$ cat src/rtl/axi_stream_comparator_multi.sv
// N-channel lockstep AXI-Stream checker: per-channel skew FIFOs, beat-wise compare against
// channel 0, transfer counting, first-mismatch capture and a stall watchdog.
module axi_stream_comparator_multi #(
  parameter int CHANNELS   = 2,
  parameter int DATA_BITS  = 32,
  parameter int COUNT_BITS = 32,
  parameter int DEPTH      = 4,
  parameter int TIMEOUT    = 1024
) (
  input  logic                          clk,
  input  logic                          rst,
  input  logic [CHANNELS-1:0]           in_tvalid,
  output logic [CHANNELS-1:0]           in_tready,
  input  logic [CHANNELS*DATA_BITS-1:0] in_tdata,
  output logic                          transfer,
  output logic [COUNT_BITS-1:0]         transfer_count,
  output logic                          count_overflow,
  output logic                          transfer_mismatch,
  output logic                          transfer_mismatch_latch,
  output logic [$clog2(CHANNELS)-1:0]   mismatch_channel,
  output logic [COUNT_BITS-1:0]         mismatch_index,
  output logic [DATA_BITS-1:0]          mismatch_tdata_ref,
  output logic [DATA_BITS-1:0]          mismatch_tdata,
  output logic                          stall_timeout
);

  localparam int PTR_BITS = $clog2(DEPTH);
  localparam int CH_BITS  = $clog2(CHANNELS);
  localparam logic [31:0]       TIMEOUT_W = 32'(TIMEOUT);
  localparam logic [PTR_BITS:0] DEPTH_W   = (PTR_BITS+1)'(DEPTH);

  logic [DATA_BITS-1:0] mem_r    [CHANNELS][DEPTH];
  logic [PTR_BITS-1:0]  wr_ptr_r [CHANNELS];
  logic [PTR_BITS-1:0]  rd_ptr_r [CHANNELS];
  logic [PTR_BITS:0]    occ_r    [CHANNELS];
  logic [DATA_BITS-1:0] head_s   [CHANNELS];

  logic [CHANNELS-1:0]   full_s;
  logic [CHANNELS-1:0]   empty_s;
  logic [CHANNELS-1:0]   wr_en_s;
  logic                  pop_s;
  logic                  all_empty_s;
  logic                  diff_s;
  logic [CH_BITS-1:0]    diff_ch_s;
  logic [DATA_BITS-1:0]  diff_data_s;
  logic [COUNT_BITS-1:0] count_inc_s;
  logic [31:0]           idle_r;
  logic [31:0]           idle_next_s;

  // Ready depends only on registered occupancy and reset, never on in_tvalid.
  assign in_tready = ~full_s & {CHANNELS{~rst}};

  // FIFO status, heads, pop decision and lowest-index channel that disagrees with channel 0.
  always_comb begin
    diff_s      = 1'b0;
    diff_ch_s   = '0;
    diff_data_s = '0;
    for (int c = 0; c < CHANNELS; c++) begin
      full_s[c]  = (occ_r[c] == DEPTH_W);
      empty_s[c] = (occ_r[c] == '0);
      head_s[c]  = mem_r[c][rd_ptr_r[c]];
    end
    pop_s       = ~|empty_s;
    all_empty_s = &empty_s;
    wr_en_s     = in_tvalid & ~full_s;
    count_inc_s = transfer_count + COUNT_BITS'(1);
    // Walk downwards so the last hit is the lowest differing channel.
    for (int c = CHANNELS - 1; c >= 1; c--) begin
      diff_ch_s   = (head_s[c] != head_s[0]) ? CH_BITS'(c) : diff_ch_s;
      diff_data_s = (head_s[c] != head_s[0]) ? head_s[c] : diff_data_s;
      diff_s      = diff_s | (head_s[c] != head_s[0]);
    end
  end

  // Watchdog next value: idle cycles while some but not all FIFOs hold data, saturating.
  always_comb begin
    if (pop_s || all_empty_s) begin
      idle_next_s = '0;
    end else if (idle_r != TIMEOUT_W) begin
      idle_next_s = idle_r + 32'd1;
    end else begin
      idle_next_s = idle_r;
    end
  end

  // FIFO storage; contents need no reset since occupancy gates every read.
  always_ff @(posedge clk) begin
    for (int c = 0; c < CHANNELS; c++) begin
      if (wr_en_s[c]) begin
        mem_r[c][wr_ptr_r[c]] <= in_tdata[c*DATA_BITS +: DATA_BITS];
      end
    end
  end

  // FIFO pointers and occupancy; a full FIFO refuses writes even when popping.
  always_ff @(posedge clk or posedge rst) begin
    if (rst) begin
      for (int c = 0; c < CHANNELS; c++) begin
        wr_ptr_r[c] <= '0;
        rd_ptr_r[c] <= '0;
        occ_r[c]    <= '0;
      end
    end else begin
      for (int c = 0; c < CHANNELS; c++) begin
        if (wr_en_s[c]) begin
          wr_ptr_r[c] <= wr_ptr_r[c] + PTR_BITS'(1);
        end
        if (pop_s) begin
          rd_ptr_r[c] <= rd_ptr_r[c] + PTR_BITS'(1);
        end
        case ({wr_en_s[c], pop_s})
          2'b10:   occ_r[c] <= occ_r[c] + (PTR_BITS+1)'(1);
          2'b01:   occ_r[c] <= occ_r[c] - (PTR_BITS+1)'(1);
          default: occ_r[c] <= occ_r[c];
        endcase
      end
    end
  end

  // Registered results: pulses, counter, sticky flags and first-mismatch capture.
  always_ff @(posedge clk or posedge rst) begin
    if (rst) begin
      transfer                <= 1'b0;
      transfer_count          <= '0;
      count_overflow          <= 1'b0;
      transfer_mismatch       <= 1'b0;
      transfer_mismatch_latch <= 1'b0;
      mismatch_channel        <= '0;
      mismatch_index          <= '0;
      mismatch_tdata_ref      <= '0;
      mismatch_tdata          <= '0;
      stall_timeout           <= 1'b0;
      idle_r                  <= '0;
    end else begin
      transfer          <= pop_s;
      transfer_mismatch <= pop_s & diff_s;
      idle_r            <= idle_next_s;
      if (idle_next_s == TIMEOUT_W) begin
        stall_timeout <= 1'b1;
      end
      if (pop_s) begin
        transfer_count <= count_inc_s;
        if (&transfer_count) begin
          count_overflow <= 1'b1;
        end
        if (diff_s && !transfer_mismatch_latch) begin
          transfer_mismatch_latch <= 1'b1;
          mismatch_channel        <= diff_ch_s;
          mismatch_index          <= count_inc_s;
          mismatch_tdata_ref      <= head_s[0];
          mismatch_tdata          <= diff_data_s;
        end
      end
    end
  end

endmodule

$ cat config.mk
export PLATFORM = sky130hd
export DESIGN_NAME = axi_stream_comparator_multi
export DESIGN_NICKNAME = d
export VERILOG_FILES = /design/src/rtl/axi_stream_comparator_multi.sv
export SDC_FILE = /design/constraint.sdc
export NUM_CORES = 1
export LEC_CHECK = 0
export CAP_MARGIN = 20
export CORE_MARGIN = 2
export CORE_UTILIZATION = 30
export CTS_CLUSTER_DIAMETER = 200
export CTS_CLUSTER_SIZE = 8
export DETAILED_ROUTE_END_ITERATION = 16
export SYNTH_ARGS = -nofsm -noshare
export SYNTH_HDL_FRONTEND = slang
export SYNTH_SLANG_ARGS = --single-unit
$ cat constraint.sdc
create_clock -name clk -period 6.1 [get_ports clk]
set_input_delay 0.61 -clock clk [delete_from_list [all_inputs] [get_ports clk]]
set_output_delay 0.61 -clock clk [all_outputs]
set_load 0.005 [all_outputs]
# [Word-level counts from Yosys, hierarchy flattened]
# Memory sizes are Yosys's and may differ from the RTL's.
# Cells that the tools add are included.
[totals] mem_count=1 register_bits=180 elab_cells=87 inputBits=68 out_inout_bits=136 ramBits=256
[classes] add_sub_neg=10 n_mux=20 n_bitwise=10 n_eq_ne=9 n_lt_le_gt_ge=6 reduce_logical=14
[memory_table] memory="mem_r" depth=2 width=128 read_ports=2 rd_clocked_by_memory_dff=0 wr=2 line_no="32" rtl="logic [DATA_BITS-1:0] mem_r [CHANNELS][DEPTH];"
[op_table] op="32-bit 2-to-1 mux" n=9
[op_table] op="128-bit 2-to-1 mux" n=2
[op_table] op="32-bit binary-select mux with 2-bit select" n=2
[op_table] op="32-bit demux with 2-bit select" n=2
[op_table] op="32-bit by 1-bit adder with 32-bit output (second input constant)" n=2
[op_table] op="33-bit AND reduction" n=1
[op_table] op="32-bit by 11-bit == test with 1-bit output (second input constant)" n=1
[op_table] op="32-bit by 11-bit != test with 1-bit output (second input constant)" n=1
[op_table] op="32-bit != test" n=1
[op_table] op="3-bit >= comparator (second input constant)" n=4
[op_table] op="2-bit NOT with 3-bit output" n=4
[op_table] op="3-bit case mux with 2 select lines" n=2
[op_table] op="2-bit by 1-bit adder with 2-bit output (second input constant)" n=4
[op_table] op="3-bit by 1-bit adder with 3-bit output (second input constant)" n=2
[op_table] op="3-bit == test (second input constant)" n=2
[op_table] op="3-bit zero test" n=2
[op_table] op="3-bit by 1-bit less-than comparator with 1-bit output (second input constant)" n=2
[op_table] op="3-bit by 1-bit subtractor with 3-bit output (second input constant)" n=2
[op_table] op="2-bit bitwise AND" n=2
[op_table] op="2-bit by 1-bit == test with 1-bit output (second input constant)" n=2
[op_table] op="2-bit == test (second input constant)" n=2
[op_table] op="2-bit AND reduction" n=2
[op_table] op="2-bit nonzero test" n=2
[op_table] op="1-bit logical AND" n=3
[op_table] op="7 further kinds" n=11

# [Longest topological paths before layout]
# Gate-level depths: netlist of run 1.
[logic_depth] ltp_word=7 mapped_depth=12 ltp_nobuf=9

# [Least setup slack after synthesis of run 1]
# No wires, ideal clock.
[synth_timing] kind="register to register" start="register idle_r[9]" end="register stall_timeout" setup_time_ns=0.103 stages_incl_launch_ff=9 synth_period_minus_slack_ns=3.038 arrival_ns=2.935 n_path_buf=1 slack_ns=3.062 required_ns=5.997 path_cell_list="dfrtp_1 > buf_2 > nand4_1 > or4_1 > or4_1 > xnor2_1 > o41a_1 > or4_1 > o41ai_2"
[synth_between] elab_chain_len=4 word_cells_on_any_way=5 cone_classes="1 x add/sub; 2 x eq/ne; 2 x mux"
[synth_rtl] element="from (decl)" line_no="47" rtl="logic [31:0] idle_r;"
[synth_rtl] element="from (signal assigned)" line_no="137" rtl="idle_r <= idle_next_s;"
[synth_rtl] element="32-bit by 1-bit adder with 32-bit output / 32-bit by 11-bit != test with 1-bit output (equally long branches)" line_no="80, 79"
[synth_rtl] element="32-bit 2-to-1 mux (*)" line_no="79" rtl="end else if (idle_r != TIMEOUT_W) begin"
[synth_rtl] element="32-bit 2-to-1 mux (*)" line_no="77" rtl="if (pop_s || all_empty_s) begin"
[synth_rtl] element="32-bit by 11-bit == test with 1-bit output (*)" line_no="138" rtl="if (idle_next_s == TIMEOUT_W) begin"
[synth_rtl] element="to (signal assigned)" line_no="132" rtl="stall_timeout <= 1'b0;"
[synth_rtl] element="to (signal assigned)" line_no="139" rtl="stall_timeout <= 1'b1;"
[synth_rtl] element="to (decl)" line_no="24" rtl="output logic stall_timeout"
# Every way passes the cells marked *; elsewhere a longest branch is shown, timed or not.
# A chain may end at the register's enable or synchronous reset.

# [Worst setup path in the final report of run 1]
[layout_timing] start="register rd_ptr_r[3] (netlist bit)" end="register mismatch_index[20]"
[layout_between] elab_chain_len=7
[layout_rtl] element="from (decl)" line_no="34" rtl="logic [PTR_BITS-1:0] rd_ptr_r [CHANNELS];"
[layout_rtl] element="from (signal, indexed assignment)" line_no="109" rtl="rd_ptr_r[c] <= rd_ptr_r[c] + PTR_BITS'(1);"
[layout_rtl] element="2-bit NOT with 3-bit output (not written as such)" line_no="61" rtl="head_s[c] = mem_r[c][rd_ptr_r[c]];"
[layout_rtl] element="32-bit binary-select mux with 2-bit select" line_no="61"
[layout_rtl] element="32-bit 2-to-1 mux (not written as such) (2 in a row)" line_no="61"
[layout_rtl] element="32-bit != test" line_no="71" rtl="diff_s = diff_s | (head_s[c] != head_s[0]);"
[layout_rtl] element="1-bit logical AND" line_no="146" rtl="if (diff_s && !transfer_mismatch_latch) begin"
[layout_rtl] element="2-bit AND reduction (no source line)"
[layout_rtl] element="to (signal assigned)" line_no="149" rtl="mismatch_index <= count_inc_s;"
[layout_rtl] element="to (decl)" line_no="21" rtl="output logic [COUNT_BITS-1:0] mismatch_index,"
# Every way passes these cells. The select of a mux whose other input is x is not followed.

==> impl_metrics.tcl, run 1 <==
set metrics [dict create \
    wl_per_cell_um 20.8 \
    place_area_sq_um 20900 \
    ios 204 \
    rsz0062_at_grt "no" \
    vias 10100 \
    clk_latency_ns 0.62 \
    max_cap_violations 0 \
    internal_power_mw 6.74 \
    cts_hold_buf 0 \
    switching_share_pct 30.0 \
    r2r_setup_slack_ns 2.03 \
    post_cts_buffers 0 \
    yosysWarnings 0 \
    crit_fanout 59 \
    skew_ns 0.0491 \
    design_area_sq_um 22700 \
    grt_pass1_wl_mm 67.5 \
    ant_nets 0 \
    worstPathArrival_ns 4.53 \
    slew_viol_final 0 \
    n_fill_cell 5503 \
    area_growth_pct 25.4 \
    grt.overflow.total 0 \
    finalSetupViolations 0 \
    grt_usage_pct 14.4 \
    min_to "mismatch_channel$_DFFE_PP0P_" \
    gp_congestion 0.803 \
    grt_pass1_vias 10600 \
    drt_wl_total_mm 44.3 \
    hold_path_depth 1 \
    tns_ns 0 \
    ctsResizeCount 0 \
    power.density_nw_per_um2 425 \
    post-route-min-period_ns 4.07 \
    coreArea_sq_um 59200 \
    crit_required_ns 6.56 \
    io_buffers 203 \
    synthCells 1088 \
    drtIter0Drc 512 \
    hp-class "flop to flop" \
    drc_errors 0 \
    synth_edf_count 256 \
    start_kind "flop" \
    drive_gt1_share_pct 18.8 \
    pwr-share-comb_pct 25.7 \
    power_leakage_nw 8.32 \
    synth_top_area_share_pct 42.6 \
    cts_root_buffer "clkbuf_16" \
    synth.area.top_cells "edfxtp_1 (43%), dfrtp_1 (25%), mux4_2 (8.0%)" \
    die_area_sq_um 62200 \
    die_w_um 249 \
    synth_cell_types 53 \
    antenna_found_initial 7 \
    cts.path.max_buffers 3 \
    hold_start "mismatch_channel$_DFFE_PP0P_" \
    ys.flop_type "edfxtp_1" \
    finalCritPeriodShare_pct 66.7 \
    initial_utilization_pct 30.5 \
    syn-cell-area_sq_um 18100 \
    power.switching_mw 2.89 \
    hpwl_mm 30.0 \
    rr_worst_depth 9 \
    h-tree-depth 2 \
    cts.sinks 436 \
    slew-limit-headroom_pct 25.5 \
    critical_path_class "flop to flop" \
    reg2reg_from "rd_ptr_r[3]$_DFFE_PP0P_" \
    numCtsBuffers 60 \
    p_seq_share_pct 42.1 \
    worstMarginPinSlew_ns 1.12 \
    cts_tree "yes" \
    clkPwrFrac_pct 32.2 \
    clk_pin_slew_ns 0.05 \
    fmax_mhz 246 \
    vdd_drop_max_uv 266 \
    whs_ns 0.462 \
    syn_nets 1172 \
    hold_viol_final 0 \
    die_h_um 249 \
    fp-row-count 89 \
    drt_pass1_iterations 4 \
    status "complete, no violations" \
    r2r-end "mismatch_index[20]$_DFFE_PP0P_" \
    layout.nets 1398 \
    synthArstFlopShare_pct 41.3 \
    ys_ff_latch 436 \
    syn_area_per_cell_sq_um 16.6 \
    ys_seq_area_share_pct 67.5 \
    cp-end-kind "flop" \
    grt_max_degree 118 \
    yosys.area.top_type "edfxtp_1" \
    via_per_inst 4.72 \
]
-- registers in the layout (all words and copies together), names as in the netlist --
register,flops
mem_r,256
idle_r,32
mismatch_index,32
mismatch_tdata,32
mismatch_tdata_ref,32
transfer_count,32
occ_r,6
rd_ptr_r,4
wr_ptr_r,4
count_overflow,1
mismatch_channel,1
stall_timeout,1
transfer,1
transfer_mismatch,1
transfer_mismatch_latch,1
-- per-layer routing --
layer | wire length (um) | vias to the layer above | track usage (%)
met2 | 21700 | 284 | 24.0
met5 | 49 | - | 0
met3 | 2940 | 62 | 3.98
met4 | 893 | 8 | 4.37
li1 | - | 4528 | -
met1 | 18700 | 5172 | 18.1
-- final cells by class --
cell class | instances | area [sq um] | area share [%]
repair buffers | 213 | 2110 | 9.30
diodes | 1 | 2.50 | 0.0110
clock buffers | 98 | 1640 | 7.26
inverters | 26 | 105 | 0.464
flip-flops and latches | 436 | 12200 | 53.8
multi-input cells | 577 | 5530 | 24.4
clock inverters | 4 | 110 | 0.486
well taps | 773 | 967 | 4.27
-- critical path, stage by stage, from the launching register on --
cell      delay (ns)
dfrtp_1         1.08
buf_4           0.38
mux4_2          0.41
xnor2_1         0.17
nand4_1         0.17
nor4_1          0.08
a21boi_1        0.24
nor2b_4         0.21
buf_4           0.70
mux2_2          0.41
-- kinds of logic (layout without fill, tap and decap cells) --
| family | Yosys count | count (layout) | share of synthesized area, % |
|---|---|---|---|
| buffers and inverters | 75 | 341 | 2.01 |
| muxes | 164 | 164 | 14.8 |
| other | 0 | 1 | 0 |
| xor gates and xnor gates | 133 | 133 | 6.45 |
| and+or+nand+nor | 230 | 230 | 6.70 |
| adders and majority gates | 16 | 16 | 1.19 |
| AOI/OAI and AO/OA | 34 | 34 | 1.39 |
| DFF | 436 | 436 | 67.5 |
-- cells in the mapped netlist (2+ instances only) --
cell / count
a21oi_1: 6
and4_1: 5
o21ai_0: 6
nor4b_1: 2
buf_2: 13
xnor2_1: 90
mux2_4: 28
inv_1: 26
buf_1: 4
nand4_1: 28
nor4_1: 14
a21boi_1: 3
nand3_1: 31
dfrtp_1: 180
a31oi_1: 2
or4_1: 4
fa_1: 2
nor2_1: 44
o21a_1: 4
mux2_2: 68
or3_1: 3
or2_2: 2
clkbuf_1: 21
buf_4: 3
nand2_1: 44
xor2_1: 43
ha_1: 14
o2111ai_1: 3
nor3_1: 15
edfxtp_1: 256
nand2b_1: 2
and2_1: 16
mux4_2: 64
buf_6: 7
nor2b_1: 2
mux2i_1: 4
and3_1: 13
-- cells in the final DEF, fill, tap and decap left out, types with 4 or more instances in the layout --
cell,netlist,final
and3_1,13,13
inv_1,26,25
a21oi_1,6,6
ha_1,14,13
nand3_1,31,31
xor2_1,43,43
edfxtp_1,256,256
clkbuf_1,21,38
nor4_1,14,14
nor2_1,44,44
buf_4,3,10
clkdlybuf4s50_1,0,203
xnor2_1,90,90
nand2_1,44,44
nand4_1,28,28
o21a_1,4,4
mux2i_1,4,4
dfrtp_1,180,178
nor3_1,15,15
and4_1,5,5
or4_1,4,4
mux4_2,64,64
and2_2,0,8
mux2_2,68,68
clkbuf_16,0,60
mux2_4,28,28
and2_1,16,8
o21ai_0,6,6
-- worst max-delay path by stage --
stage	cells after the start	start	slack (ns)	endpoint
final	9	rd_ptr_r[3]$_DFFE_PP0P_	2.03	mismatch_index[20]$_DFFE_PP0P_
after global routing	9	rd_ptr_r[0]$_DFFE_PP0P_	1.72	mismatch_index[17]$_DFFE_PP0P_
after CTS	9	rd_ptr_r[0]$_DFFE_PP0P_	1.94	mismatch_index[4]$_DFFE_PP0P_
after detailed placement	9	rd_ptr_r[0]$_DFFE_PP0P_	1.93	mismatch_index[12]$_DFFE_PP0P_
after global placement	9	rd_ptr_r[0]$_DFFE_PP0P_	2.06	mismatch_index[4]$_DFFE_PP0P_
after floorplan	1	rst	0.60	count_overflow$_DFFE_PP0P_
-- power groups by stage --
stage | clock network, mW | registers (mW) | logic, mW
floorplan | 0 | 3.90 | 1.71
global route | 3.31 | 4.12 | 2.68
global placement | 0 | 4.10 | 2.50
CTS | 3.19 | 4.07 | 2.55
finish | 3.10 | 4.06 | 2.47
detailed placement | 0 | 4.12 | 2.54
-- stage by stage --
step	instances	total power, mW	utilization [%]	worst slack [ns]
floorplan	1088	5.61	-	0.603
global placement	2025	6.61	35.3	2.06
detailed placement	2025	6.66	35.3	1.93
CTS	2127	9.81	38.2	1.94
global route	2128	10.1	38.2	1.72
finish	2128	9.63	38.2	2.03
Note: power is estimated with default switching activity, not from simulation.
==> run 2, diff against run 1 <==
==> constraint.sdc (replaced) <==
create_clock -name clk -period 3.9 [get_ports clk]
set_input_delay 0.39 -clock clk [delete_from_list [all_inputs] [get_ports clk]]
set_output_delay 0.39 -clock clk [all_outputs]
set_load 0.005 [all_outputs]
==> impl_metrics.tcl, run 2 (synthesis gave the netlist of run 1 again) <==
set metrics [dict create \
    drive_gt1_share_pct 19.4 \
    ant_nets 0 \
    whs_ns 0.226 \
    postLayoutSetupSlackWorst_ns 0.570 \
    hpwl_mm 29.5 \
    post_cts_buffers 0 \
    seqCellArea_sq_um 12200 \
    grt_max_degree 83 \
    grt.overflow.total 0 \
    coreArea_sq_um 59200 \
    rsz0062_at_grt "no" \
    cts.sinks 436 \
    initial_utilization_pct 30.5 \
    final_common_cell "edfxtp_1" \
    final_util_pct 38.5 \
    slew-limit-headroom_pct 35.9 \
    hp-class "primary input to asynchronous set/reset pin" \
    status "complete, no violations" \
    cts_root_buffer "clkbuf_16" \
    h-tree-depth 2 \
    grt_pass1_wl_mm 67.3 \
    hold_viol_final 0 \
    grt_usage_pct 14.3 \
    drtIter0Drc 498 \
    cts_hold_buf 0 \
    area_growth_pct 26.3 \
    die_h_um 249 \
    use_met2_pct 23.7 \
    die_area_sq_um 62200 \
    cts_tree "yes" \
    antenna_found_initial 5 \
    io_buffers 203 \
    clk_latency_ns 0.62 \
    layout_common_cells "edfxtp_1 (256), clkdlybuf4s50_1 (203), dfrtp_1 (178), xnor2_1 (90), mux2_2 (68)" \
    via_per_inst 4.67 \
    ios 204 \
    vdd_drop_max_uv 407 \
    crit_fanout 48 \
    multiInputGateArea_sq_um 5530 \
    drt_wl_total_mm 44.1 \
    crit_required_ns 4.36 \
    drc_errors 0 \
    n_fill_cell 5502 \
    drt_pass1_iterations 4 \
    numCtsBuffers 60 \
    critical_path_class "flop to flop" \
    layout.nets 1409 \
    die_w_um 249 \
    ctsResizeCount 0 \
    diodes 0 \
    post-place-ws_ns 0.602 \
    grt.busiest_layer "met2" \
    clk_pin_slew_ns 0.05 \
    vias 9988 \
    worstMarginPinSlew_ns 0.962 \
    gp_congestion 0.822 \
    max_cap_violations 0 \
    fp-row-count 89 \
    worstPathArrival_ns 3.79 \
    power.density_nw_per_um2 662 \
    finalCritPeriodShare_pct 85.4 \
    slew_viol_final 0 \
    use_met3_pct 3.72 \
    cp-end-kind "flop" \
    largest_reg_flops 256 \
    power_leakage_nw 8.39 \
    finalSetupViolations 0 \
    wl_per_cell_um 20.6 \
    tns_ns 0 \
    skew_ns 0.0443 \
    grt_pass1_vias 10600 \
    met1_usage_pct 18.5 \
    fmax_mhz 300 \
    post-route-min-period_ns 3.33 \
    cts.path.max_buffers 3 \
    start_kind "flop" \
]
==> run 2: cell types whose count changed in the layout (fill, tap and decap cells not counted), sizes merged <==
cell      previous run  this run
buf                 10        21
bufinv               1         0
clkbuf              98       101
clkinvlp             0         1
diode                1         0
inv                 27        25
==> run 2: layout make-up <==
class / instances / share of cell area (%)
Timing Repair Buffer: 224 / 9.99
Clock inverter: 2 / 0.263
Clock buffer: 101 / 7.35
Tap cell: 773 / 4.24
Inverter: 26 / 0.444
Sequential cell: 436 / 53.5
Multi-Input combinational cell: 577 / 24.2
==> run 2: path summary, 6_finish.rpt <==
kind	start	to	depth (start not counted)	slack (ns)
max in group asynchronous	rst	rd_ptr_r[2]$_DFFE_PP0P_	3	2.83
setup / recovery	rd_ptr_r[2]$_DFFE_PP0P_	mismatch_index[12]$_DFFE_PP0P_	9	0.57
setup reg to reg	rd_ptr_r[2]$_DFFE_PP0P_	mismatch_index[12]$_DFFE_PP0P_	9	0.57
hold / removal	rst	idle_r[16]$_DFF_PP0_	2	0.23
hold reg to reg	stall_timeout$_DFFE_PP0N_	stall_timeout$_DFFE_PP0N_	2	0.47
min in group clk	in_tdata[49]	mem_r[0][241]$_DFFE_PP_	1	0.41
==> run 2: power by group <==
part	internal, mW	leakage (nW)	switching [mW]
Clock	2.89	0.822	1.94
Combinational	1.93	2.89	2.12
Sequential	5.77	4.67	0.432
Total	10.6	8.39	4.49
==> run 2: routing by layer <==
metal  wire length, um  vias to the layer above
met1             19000                     5117
met4               860                        8
met2             21600                      250
li1                  -                     4543
met3              2670                       70
met5                48                        -
==> run 2: per-stage QoR <==
| step | area (sq um) | std cells | power [mW] |
|---|---|---|---|
| detailed placement | 21100 | 2036 | 10.5 |
| finish | 22800 | 2139 | 15.1 |
| global route | 22800 | 2139 | 15.9 |
| floorplan | 18100 | 1088 | 8.77 |
| global placement | 21100 | 2036 | 10.4 |
| CTS | 22800 | 2139 | 15.4 |
==> run 2: critical path: stages (launching register included) <==
cell and delay, ns:
dfrtp_2 0.54, buf_12 0.28, mux4_2 0.58, xnor2_1 0.25, nand4_1 0.22, nor4_1 0.37
a21boi_1 0.16, nor2b_4 0.17, buf_12 0.21, mux2_2 0.31
==> run 3, diff against run 2 <==
--- a/config.mk
+++ b/config.mk
@@ -5,7 +5,6 @@
 export SDC_FILE = /design/constraint.sdc
 export NUM_CORES = 1
 export LEC_CHECK = 0
-export CAP_MARGIN = 20
 export CORE_MARGIN = 2
 export CORE_UTILIZATION = 30
 export CTS_CLUSTER_DIAMETER = 200
==> results of run 3 <==
The final DEF is identical to that of run 2; final timing and power are the same.
